<file path="src/rtl/arm_defs.sv">
// Shared ARM decode definitions: execute commands, instruction modes, condition codes.
package arm_defs;

    localparam int REG_COUNT_DEF = 16;
    localparam int REG_AW_DEF    = $clog2(REG_COUNT_DEF);

    typedef enum logic [3:0] {
        EXE_CMD_NOP = 4'b0000,
        EXE_CMD_MOV = 4'b0001,
        EXE_CMD_ADD = 4'b0010,
        EXE_CMD_ADC = 4'b0011,
        EXE_CMD_SUB = 4'b0100,
        EXE_CMD_SBC = 4'b0101,
        EXE_CMD_AND = 4'b0110,
        EXE_CMD_ORR = 4'b0111,
        EXE_CMD_EOR = 4'b1000,
        EXE_CMD_MVN = 4'b1001
    } exe_cmd_e;

    typedef enum logic [1:0] {
        MODE_DP  = 2'b00,
        MODE_MEM = 2'b01,
        MODE_BR  = 2'b10
    } mode_e;

    typedef enum logic [3:0] {
        OP_AND = 4'b0000, OP_EOR = 4'b0001, OP_SUB = 4'b0010, OP_ADD = 4'b0100,
        OP_ADC = 4'b0101, OP_SBC = 4'b0110, OP_TST = 4'b1000, OP_CMP = 4'b1010,
        OP_ORR = 4'b1100, OP_MOV = 4'b1101, OP_MVN = 4'b1111
    } dp_op_e;

    typedef enum logic [3:0] {
        COND_EQ, COND_NE, COND_CS, COND_CC, COND_MI, COND_PL, COND_VS, COND_VC,
        COND_HI, COND_LS, COND_GE, COND_LT, COND_GT, COND_LE, COND_AL, COND_NV
    } cond_e;

    typedef struct packed {
        logic mem_read;
        logic mem_write;
        logic wb_en;
        logic branch;
        logic s;
        logic imm;
    } ctl_t;

    // nzcv = {N, Z, C, V}
    function automatic logic cond_pass(input logic [3:0] cond, input logic [3:0] nzcv);
        logic n, z, c, v;
        {n, z, c, v} = nzcv;
        case (cond)
            COND_EQ: cond_pass = z;
            COND_NE: cond_pass = !z;
            COND_CS: cond_pass = c;
            COND_CC: cond_pass = !c;
            COND_MI: cond_pass = n;
            COND_PL: cond_pass = !n;
            COND_VS: cond_pass = v;
            COND_VC: cond_pass = !v;
            COND_HI: cond_pass = c && !z;
            COND_LS: cond_pass = !c || z;
            COND_GE: cond_pass = (n == v);
            COND_LT: cond_pass = (n != v);
            COND_GT: cond_pass = !z && (n == v);
            COND_LE: cond_pass = z || (n != v);
            COND_AL: cond_pass = 1'b1;
            default: cond_pass = 1'b0;
        endcase
    endfunction

endpackage

</file>
<file path="src/rtl/id_reg_file.sv">
// Architectural register file: reset to index values, one write port, two reads with WB write-through.
module id_reg_file import arm_defs::*; #(
    parameter int DATA_W    = 32,
    parameter int REG_COUNT = REG_COUNT_DEF,
    localparam int REG_AW   = $clog2(REG_COUNT)
) (
    input  logic              clk,
    input  logic              rst,
    input  logic              wr_en,
    input  logic [REG_AW-1:0] wr_addr,
    input  logic [DATA_W-1:0] wr_data,
    input  logic [REG_AW-1:0] rd_addr1,
    output logic [DATA_W-1:0] rd_data1,
    input  logic [REG_AW-1:0] rd_addr2,
    output logic [DATA_W-1:0] rd_data2
);

    logic [DATA_W-1:0] regs [REG_COUNT];

    always_ff @(posedge clk) begin
        if (rst) begin
            for (int unsigned i = 0; i < REG_COUNT; i++) begin
                regs[i] <= DATA_W'(i);
            end
        end else if (wr_en) begin
            regs[wr_addr] <= wr_data;
        end
    end

    always_comb begin
        rd_data1 = (wr_en && wr_addr == rd_addr1) ? wr_data : regs[rd_addr1];
        rd_data2 = (wr_en && wr_addr == rd_addr2) ? wr_data : regs[rd_addr2];
    end

endmodule

</file>
<file path="src/rtl/id_issue_stage.sv">
// Decode/issue stage with RAW stall and registered ID/EX boundary.
// FORWARDING_EN: when defined, only load-use hazards against EXE stall.
module id_issue_stage import arm_defs::*; #(
    parameter int DATA_W    = 32,
    parameter int ADDR_W    = 32,
    parameter int REG_COUNT = REG_COUNT_DEF,
    parameter int EXE_CMD_W = 4,
    localparam int REG_AW   = $clog2(REG_COUNT)
) (
    input  logic                 clk,
    input  logic                 rst,
    input  logic [ADDR_W-1:0]    pc_in,
    input  logic [31:0]          instr_in,
    input  logic                 instr_valid,
    input  logic                 flush,
    input  logic [3:0]           status_in,
    input  logic                 exe_wb_en,
    input  logic                 exe_mem_read,
    input  logic [REG_AW-1:0]    exe_dest,
    input  logic                 mem_wb_en,
    input  logic [REG_AW-1:0]    mem_dest,
    input  logic                 wb_en,
    input  logic [REG_AW-1:0]    wb_dest,
    input  logic [DATA_W-1:0]    wb_value,
    output logic                 stall_out,
    output logic                 ex_valid,
    output logic [ADDR_W-1:0]    ex_pc,
    output logic [EXE_CMD_W-1:0] ex_cmd,
    output logic                 ex_mem_read,
    output logic                 ex_mem_write,
    output logic                 ex_wb_en,
    output logic                 ex_branch,
    output logic                 ex_s,
    output logic                 ex_imm,
    output logic [DATA_W-1:0]    ex_val_rn,
    output logic [DATA_W-1:0]    ex_val_rm,
    output logic [REG_AW-1:0]    ex_dest,
    output logic [REG_AW-1:0]    ex_src1,
    output logic [REG_AW-1:0]    ex_src2,
    output logic [11:0]          ex_shift_operand,
    output logic [23:0]          ex_simm24
);

    logic [1:0]        mode;
    logic [3:0]        op;
    logic              s_bit, i_bit, is_dp, is_str;
    logic              src1_used, src2_used, exe_hit, mem_hit, hazard, cond_ok, unused_inputs;
    logic [REG_AW-1:0] src1, src2;
    logic [DATA_W-1:0] val_rn, val_rm;
    exe_cmd_e          cmd;
    ctl_t              ctl;

    assign mode   = instr_in[27:26];
    assign op     = instr_in[24:21];
    assign s_bit  = instr_in[20];
    assign i_bit  = instr_in[25];
    assign is_dp  = (mode == MODE_DP);
    assign is_str = (mode == MODE_MEM) && !s_bit;

    always_comb begin
        cmd = EXE_CMD_NOP;
        ctl = '0;
        case (mode)
            MODE_DP: begin
                ctl.imm   = i_bit;
                ctl.wb_en = 1'b1;
                ctl.s     = s_bit;
                case (op)
                    OP_MOV:  cmd = EXE_CMD_MOV;
                    OP_MVN:  cmd = EXE_CMD_MVN;
                    OP_ADD:  cmd = EXE_CMD_ADD;
                    OP_ADC:  cmd = EXE_CMD_ADC;
                    OP_SUB:  cmd = EXE_CMD_SUB;
                    OP_SBC:  cmd = EXE_CMD_SBC;
                    OP_AND:  cmd = EXE_CMD_AND;
                    OP_ORR:  cmd = EXE_CMD_ORR;
                    OP_EOR:  cmd = EXE_CMD_EOR;
                    OP_CMP: begin
                        cmd       = EXE_CMD_SUB;
                        ctl.wb_en = 1'b0;
                        ctl.s     = 1'b1;
                    end
                    OP_TST: begin
                        cmd       = EXE_CMD_AND;
                        ctl.wb_en = 1'b0;
                        ctl.s     = 1'b1;
                    end
                    default: ctl = '0;
                endcase
            end
            MODE_MEM: begin
                cmd           = EXE_CMD_ADD;
                ctl.imm       = 1'b1;
                ctl.mem_read  = s_bit;
                ctl.wb_en     = s_bit;
                ctl.mem_write = !s_bit;
            end
            MODE_BR: ctl.branch = 1'b1;
            default: ctl = '0;
        endcase
    end

    assign src1      = REG_AW'(instr_in[19:16]);
    assign src2      = is_str ? REG_AW'(instr_in[15:12]) : REG_AW'(instr_in[3:0]);
    assign src1_used = !((mode == MODE_BR) || (is_dp && (op == OP_MOV || op == OP_MVN)));
    assign src2_used = (is_dp && !i_bit) || is_str;
    assign exe_hit   = (src1_used && exe_dest == src1) || (src2_used && exe_dest == src2);
    assign mem_hit   = (src1_used && mem_dest == src1) || (src2_used && mem_dest == src2);
    assign cond_ok   = cond_pass(instr_in[31:28], status_in);

`ifdef FORWARDING_EN
    assign hazard        = instr_valid && exe_wb_en && exe_mem_read && exe_hit;
    assign unused_inputs = mem_wb_en ^ mem_hit;
`else
    assign hazard        = instr_valid && ((exe_wb_en && exe_hit) || (mem_wb_en && mem_hit));
    assign unused_inputs = exe_mem_read;
`endif

    assign stall_out = hazard && !flush;

    id_reg_file #(
        .DATA_W    (DATA_W),
        .REG_COUNT (REG_COUNT)
    ) u_reg_file (
        .clk      (clk),
        .rst      (rst),
        .wr_en    (wb_en),
        .wr_addr  (wb_dest),
        .wr_data  (wb_value),
        .rd_addr1 (src1),
        .rd_data1 (val_rn),
        .rd_addr2 (src2),
        .rd_data2 (val_rm)
    );

    // Data fields load every cycle; only valid and control bits are gated for bubbles.
    always_ff @(posedge clk) begin
        if (rst) begin
            ex_valid         <= 1'b0;
            ex_pc            <= '0;
            ex_cmd           <= '0;
            ex_mem_read      <= 1'b0;
            ex_mem_write     <= 1'b0;
            ex_wb_en         <= 1'b0;
            ex_branch        <= 1'b0;
            ex_s             <= 1'b0;
            ex_imm           <= 1'b0;
            ex_val_rn        <= '0;
            ex_val_rm        <= '0;
            ex_dest          <= '0;
            ex_src1          <= '0;
            ex_src2          <= '0;
            ex_shift_operand <= '0;
            ex_simm24        <= '0;
        end else begin
            ex_pc            <= pc_in;
            ex_val_rn        <= val_rn;
            ex_val_rm        <= val_rm;
            ex_dest          <= REG_AW'(instr_in[15:12]);
            ex_src1          <= src1;
            ex_src2          <= src2;
            ex_shift_operand <= instr_in[11:0];
            ex_simm24        <= instr_in[23:0];
            if (flush || hazard || !instr_valid || !cond_ok) begin
                ex_valid     <= 1'b0;
                ex_cmd       <= '0;
                ex_mem_read  <= 1'b0;
                ex_mem_write <= 1'b0;
                ex_wb_en     <= 1'b0;
                ex_branch    <= 1'b0;
                ex_s         <= 1'b0;
                ex_imm       <= 1'b0;
            end else begin
                ex_valid     <= 1'b1;
                ex_cmd       <= EXE_CMD_W'(cmd);
                ex_mem_read  <= ctl.mem_read;
                ex_mem_write <= ctl.mem_write;
                ex_wb_en     <= ctl.wb_en;
                ex_branch    <= ctl.branch;
                ex_s         <= ctl.s;
                ex_imm       <= ctl.imm;
            end
        end
    end

endmodule

</file>
<file path="config.mk">
export PLATFORM = sky130hd
export DESIGN_NAME = id_issue_stage
export DESIGN_NICKNAME = d
export VERILOG_FILES = /design/src/rtl/arm_defs.sv /design/src/rtl/id_reg_file.sv /design/src/rtl/id_issue_stage.sv
export SDC_FILE = /design/constraint.sdc
export NUM_CORES = 1
export LEC_CHECK = 0
export BUFFER_PORTS_ARGS = -buffer_cell sky130_fd_sc_hd__buf_2
export CAP_MARGIN = 20
export CORE_UTILIZATION = 28
export DETAILED_ROUTE_END_ITERATION = 12
export REMOVE_ABC_BUFFERS = 1
export SLEW_MARGIN = 20
export SYNTH_ARGS = -nofsm -noshare
export SYNTH_HDL_FRONTEND = slang
export SYNTH_SLANG_ARGS = --single-unit
</file>
<file path="constraint.sdc">
create_clock -name clk -period 4.48 [get_ports clk]
set_input_delay 0 -clock clk [delete_from_list [all_inputs] [get_ports clk]]
set_output_delay 0 -clock clk [all_outputs]
set_load 0.005 [all_outputs]
</file>
=== Word level (Yosys, flattened, before mapping) ===
Memories as Yosys holds them, arrays and structs flattened. A register that Yosys moved wholly into a read port is not among the register bits.
Cells that the tools add are included.

* Bits in registers: 91
* Memories kept: 1
* Output and inout bits: 156
* RAM bits: 512

{| class="wikitable"
|+ Memories
! name !! words !! bits a word !! rd ports !! clocked after memory_dff !! write ports !! line !! text
|-
| u_reg_file.regs || 16 || 32 || 2 || 2 || 16 || id_reg_file.sv:18 || <nowiki>logic [DATA_W-1:0] regs [REG_COUNT];</nowiki>
|}

* Eq/ne operators: 32
* Reduce and logical (&&, ||, !) cells: 45
* Multiplexer cells: 19
* Bitwise operators: 1

{| class="wikitable"
|+ Operators with widths
! operator !! number
|-
| $eq A4 B4 Y1 const B || 12
|-
| $pmux W4 S9 || 1
|-
| $mux W32 || 1
|-
| $reduce_or A32 Y1 || 1
|-
| $eq A4 B3 Y1 const B || 7
|-
| $eq A4 B4 Y1 || 4
|-
| $pmux W1 S15 || 1
|-
| $logic_and A1 B1 Y1 || 13
|-
| $eq A4 B2 Y1 const B || 3
|-
| $logic_or A1 B1 Y1 || 11
|-
| $reduce_or A11 Y1 || 1
|-
| $logic_not A1 Y1 || 10
|-
| $mux W1 || 10
|-
| $reduce_or A9 Y1 || 1
|-
| $eq A4 B1 Y1 const B || 2
|-
| $logic_not A4 Y1 || 2
|-
| $mux W4 || 2
|-
| $pmux W4 S2 || 1
|-
| $reduce_or A2 Y1 || 4
|-
| $pmux W3 S2 || 1
|-
| $pmux W1 S2 || 2
|-
| $reduce_or A3 Y1 || 1
|-
| $eq A2 B1 Y1 const B || 1
|-
| $eq A2 B2 Y1 const B || 1
|-
| 4 further kinds || 4
|}

=== Longest topological paths before layout ===
* Depth after elaboration: 14
* Depth in mapped cells: 10
* Gate-level depth less buffers: 6

=== Modules after synthesis ===
Synthesis repeated with hierarchy kept, for this count alone.

* Cells, all modules: 2194
* Area total of the unflattened synthesis: 31920.6 um^2

{| class="wikitable"
|+ By module, submodules not included
! module !! area each (um^2) !! times used !! cells each
|-
| id_reg_file || 27367.5 || 1 || 1772
|-
| id_issue_stage || 4553.1 || 1 || 422
|}

=== Worst setup path before layout ===
No wires, ideal clock.

* Path type: input-to-reg
* From: in instr_in[16]
* To: reg ex_val_rn[11], read port of u_reg_file.regs
* Setup slack: 2.184 ns
* Arrival time: 2.163 ns
* Required time: 4.348 ns
* Stages: 7
* Cells stage by stage: clkbuf_1 -> clkbuf_1 -> buf_1 -> mux4_2 -> mux4_2 -> nand2_1 -> a21oi_1

{| class="wikitable"
|+ RTL lines
! what !! line !! text
|-
| start: declaration || id_issue_stage.sv:13 || <nowiki>input logic [31:0] instr_in,</nowiki>
|-
| end: declaration || id_issue_stage.sv:35 || <nowiki>output logic [DATA_W-1:0] ex_val_rn,</nowiki>
|}

=== Worst setup path after layout ===
* From: in instr_in[26]
* To: reg ex_val_rm[6], read port of u_reg_file.regs

* Word-level cells in the longest chain between the ends: 3

{| class="wikitable"
|+ Ends and longest elaborated chain
! what !! line !! text
|-
| $eq A2 B1 Y1 || id_issue_stage.sv:58 || <nowiki>assign is_str = (mode == MODE_MEM) && !s_bit;</nowiki>
|-
| $logic_and A1 B1 Y1 || id_issue_stage.sv:58 ||
|-
| $mux W4 || id_issue_stage.sv:104 || <nowiki>assign src2 = is_str ? REG_AW'(instr_in[15:12]) : REG_AW'(instr_in[3:0]);</nowiki>
|-
| end: declaration || id_issue_stage.sv:36 || <nowiki>output logic [DATA_W-1:0] ex_val_rm,</nowiki>
|}

No other way between the ends.
A chain may end at the register's enable or synchronous reset.

==> summary.txt <==
Yosys
  • Post-synth EDFFs: a little over 500
  • Async set or reset register ratio after synthesis: 0%
  • Post-Syn Area: ~0.034 sq mm
  • Synthesized instance count: 2933
  • Synth top area cells: edfxtp_1 46%, mux4_2 11%, and2_1 9.0%
  • Synth warn: 0
  • Synthesis-stage register bit count: approximately 650
  • Area share of the largest cell type after synthesis: 45.8%
  • Main flop type after synthesis: edfxtp_1
  • Sequential fraction of the synthesis area: a little over half
  • Mean area per synthesized cell: around 11 sq um
  • Synth area leader: edfxtp_1
  • Library cells used by synthesis: 49

Die
  • Boundary Pins: ~280
  • Die Y: approximately 350 um
  • Core Region: around 0.12 sq mm
  • Starting Density: 28.3%
  • Row cnt: around 130
  • Die area: about 0.12 sq mm
  • Die W: around 350 um

Routing
  • Iter 0 DRT Violations: between 2k and 3k
  • Final WL: roughly 120000 um
  • WL/cell: around 24 um
  • Vias per cell: a little over 5
  • Routed Antenna Nets: 0
  • Routed vias: between 20k and 25k
  • DRC violation count after routing: 0
  • Detailed Routing Iterations Pass 1: 6

Clocking
  • Number of H-tree levels: 3
  • Clock slew at reported path FFs: roughly 0.060 ns
  • CTS max path bufs: 3
  • Clock Latency Late Sink: 0.66 ns
  • Root Driver: clkbuf_16
  • CTS buffer count: 81
  • Post-CTS Setup Inserts: 0
  • TritonCTS clock tree: yes
  • Sink Count: about 650

Pwr
  • Seq pwr share: a little under half
  • Pwr dens: between 300 and 400 mW/mm^2
  • Total power draw: around 15 mW
  • Sw Ratio: a little over a quarter
  • Clk network pwr share: between 40% and 50%
  • Peak supply drop: around 0.25 mV
  • P_sw: roughly 4 mW
  • Leakage: around 15 nW
  • P_int: 11.3 mW
  • Combinational fraction of design power: 12.7%

Worst setup path
  • Worst EP required: ~5 ns
  • Startpoint types: input pin
  • Critical path data arrival time: about 3.8 ns
  • Internal reg-to-reg setup slack: ~2.3 ns
  • Crit-path max FO: 42
  • Worst Path Class, Setup: in2reg
  • Crit path capture type: flip-flop

Place
  • Placer Congestion: 0.822
  • I/O Buffers: around 270
  • Final HPWL DP: ~71000 um
  • Cell count after placement: between 4k and 5k

Timing
  • Final min period: around 3.3 ns
  • Layout Skew: slightly above 0.02 ns
  • Max Clock Freq: 305 MHz
  • RSZ-0062 raised after global routing: false
  • Hold Vio Cnt, Final: 0
  • # setup viols final: 0
  • Period utilisation layout: 73.3%
  • Pins Over Slew Limit: 0
  • Slew headroom: between 30% and 40%
  • Worst-Margin Slew: 1.04 ns

Layout
  • Commonest non-fill, non-tap cells in the layout: 560 x nand2_1, 512 x edfxtp_1, 483 x and2_1
  • Final nets: 3302
  • Layout Utilization: ~34%
  • Layout cells sized above 1: between 20% and 30%
  • Most common cell after layout, fill and taps aside: nand2_1
  • Layout Cells excl Fill: slightly below 5k
  • Area Overhead vs Synth: 19.4%

Outcome
  • Run status: completed

Min path
  • Hold Path Class: in2reg

Global route
  • Total grt overflow: 0
  • First-pass GRT wire length: approximately 170000 um
  • Antenna violations before repair: 5
  • Vias in the first global route: 24.4k
  • Largest net degree at the start of global routing: 70
  • Global-route usage over all layers: a little under a fifth

Flow run
  • Max-cap violations: 0
## path summary, 6_finish.rpt
check | startpoint | to | cells after the start
min | instr_in[28] | ex_valid | 4
max reg2reg | u_reg_file.regs[3][29] | ex_val_rm[29] | 6
max | instr_in[26] | ex_val_rm[6] | 9
min reg2reg | u_reg_file.regs[8][22] | ex_val_rm[22] | 4
## metal layers
layer | GRT usage [%] | vias up | routed length (um)
li1 | - | 11000 | -
met1 | 24.4 | 12400 | 48000
met2 | 31.5 | 1204 | 55900
met3 | 3.62 | 197 | 9800
met4 | 6.64 | 4 | 3520
met5 | 0 | - | 30
## cell usage after synthesis, types with 2 or more instances
master     number
nand2_1       560
edfxtp_1      512
and2_1        483
clkbuf_1      191
mux2i_1       166
mux4_2        160
a21oi_1       158
dfxtp_1       135
nor2_1         60
nor2b_1        60
nand3_1        55
buf_1          54
a2111oi_0      32
a311oi_1       32
o32ai_1        31
or3_1          29
nand3b_1       26
buf_2          23
buf_4          20
nor3_1         18
xnor2_1        17
or2_2          16
nand2b_1       14
xor2_1         11
a21boi_0        7
and3_1          7
nor3b_1         7
nor4_1          7
a311o_1         6
a31oi_1         4
o21ai_0         4
or4_1           4
inv_1           3
a211oi_1        2
a21o_1          2
mux2_2          2
nor4b_1         2
o2111ai_1       2
## metrics by stage
step / hold slack, ns / TNS (ns) / instance area, sq um / setup WS [ns]
finish: 0.0402 / 0 / 40100 / 1.20
global route: 0.0957 / 0 / 40100 / 1.02
CTS: 0.00123 / 0 / 40100 / 1.21
detailed placement: 0.214 / 0 / 36700 / 1.10
global placement: 0.214 / 0 / 36700 / 1.09
floorplan: 0.0332 / -149.33 / 32400 / -3.63
## repair_timing
item                       in CTS  in global routing
setup endpoints to repair       0                  0
gates resized for setup         0                  0
hold endpoints to repair      640                  0
hold buffers                   91                  0
## cell type report
class / count / area, sq um
Timing Repair Buffer: 454 / 3070
Inverter: 3 / 11.3
Clock inverter: 44 / 333
Antenna cell: 1 / 2.50
Multi-Input combinational cell: 1995 / 14400
Fill cell: 11800 / 78500
Clock buffer: 106 / 2180
Sequential cell: 647 / 18100
Tap cell: 1600 / 2000
## power by group through the flow
stage	Clock [mW]	Sequential, mW	Combinational (mW)
final	6.32	7.05	1.95
after global routing	6.64	7.09	2.09
after CTS	6.43	7.05	1.95
after detailed placement	0	7.17	1.88
after global placement	0	7.16	1.87
after floorplan	0	7.11	0.985
## state kept, by name, indices dropped and copies added, names as in the netlist
signal	count
ex_mem_read	1
ex_pc	32
ex_src1	3
ex_shift_operand	11
u_reg_file.regs	512
ex_dest	3
ex_wb_en	1
ex_val_rm	32
ex_imm	1
ex_simm24	7
ex_branch	1
ex_val_rn	32
ex_src2	4
ex_mem_write	1
ex_s	1
ex_valid	1
ex_cmd	4
## critical path, stage by stage
cell           delay [ns]
dlygate4sd3_1        0.54
buf_2                0.19
or3b_4               0.71
mux2i_1              0.28
nand2_1              0.63
buf_4                0.40
a21oi_1              0.07
a2111oi_0            0.73
a311oi_1             0.19
## kinds of logic (layout without fill, tap and decap cells)
group                     Yosys count  after routing  share of synthesized area [%]
muxes                             329            329                           15.8
and+or+nand+nor                  1352           1352                           20.5
DFF                               647            647                           53.8
buffers and inverters             291            607                           3.56
AOI/OAI and AO/OA                 286            286                           5.61
xor gates and xnor gates           28             28                          0.730
other                               0              1                              0
Power figures use the tool's default switching activity.
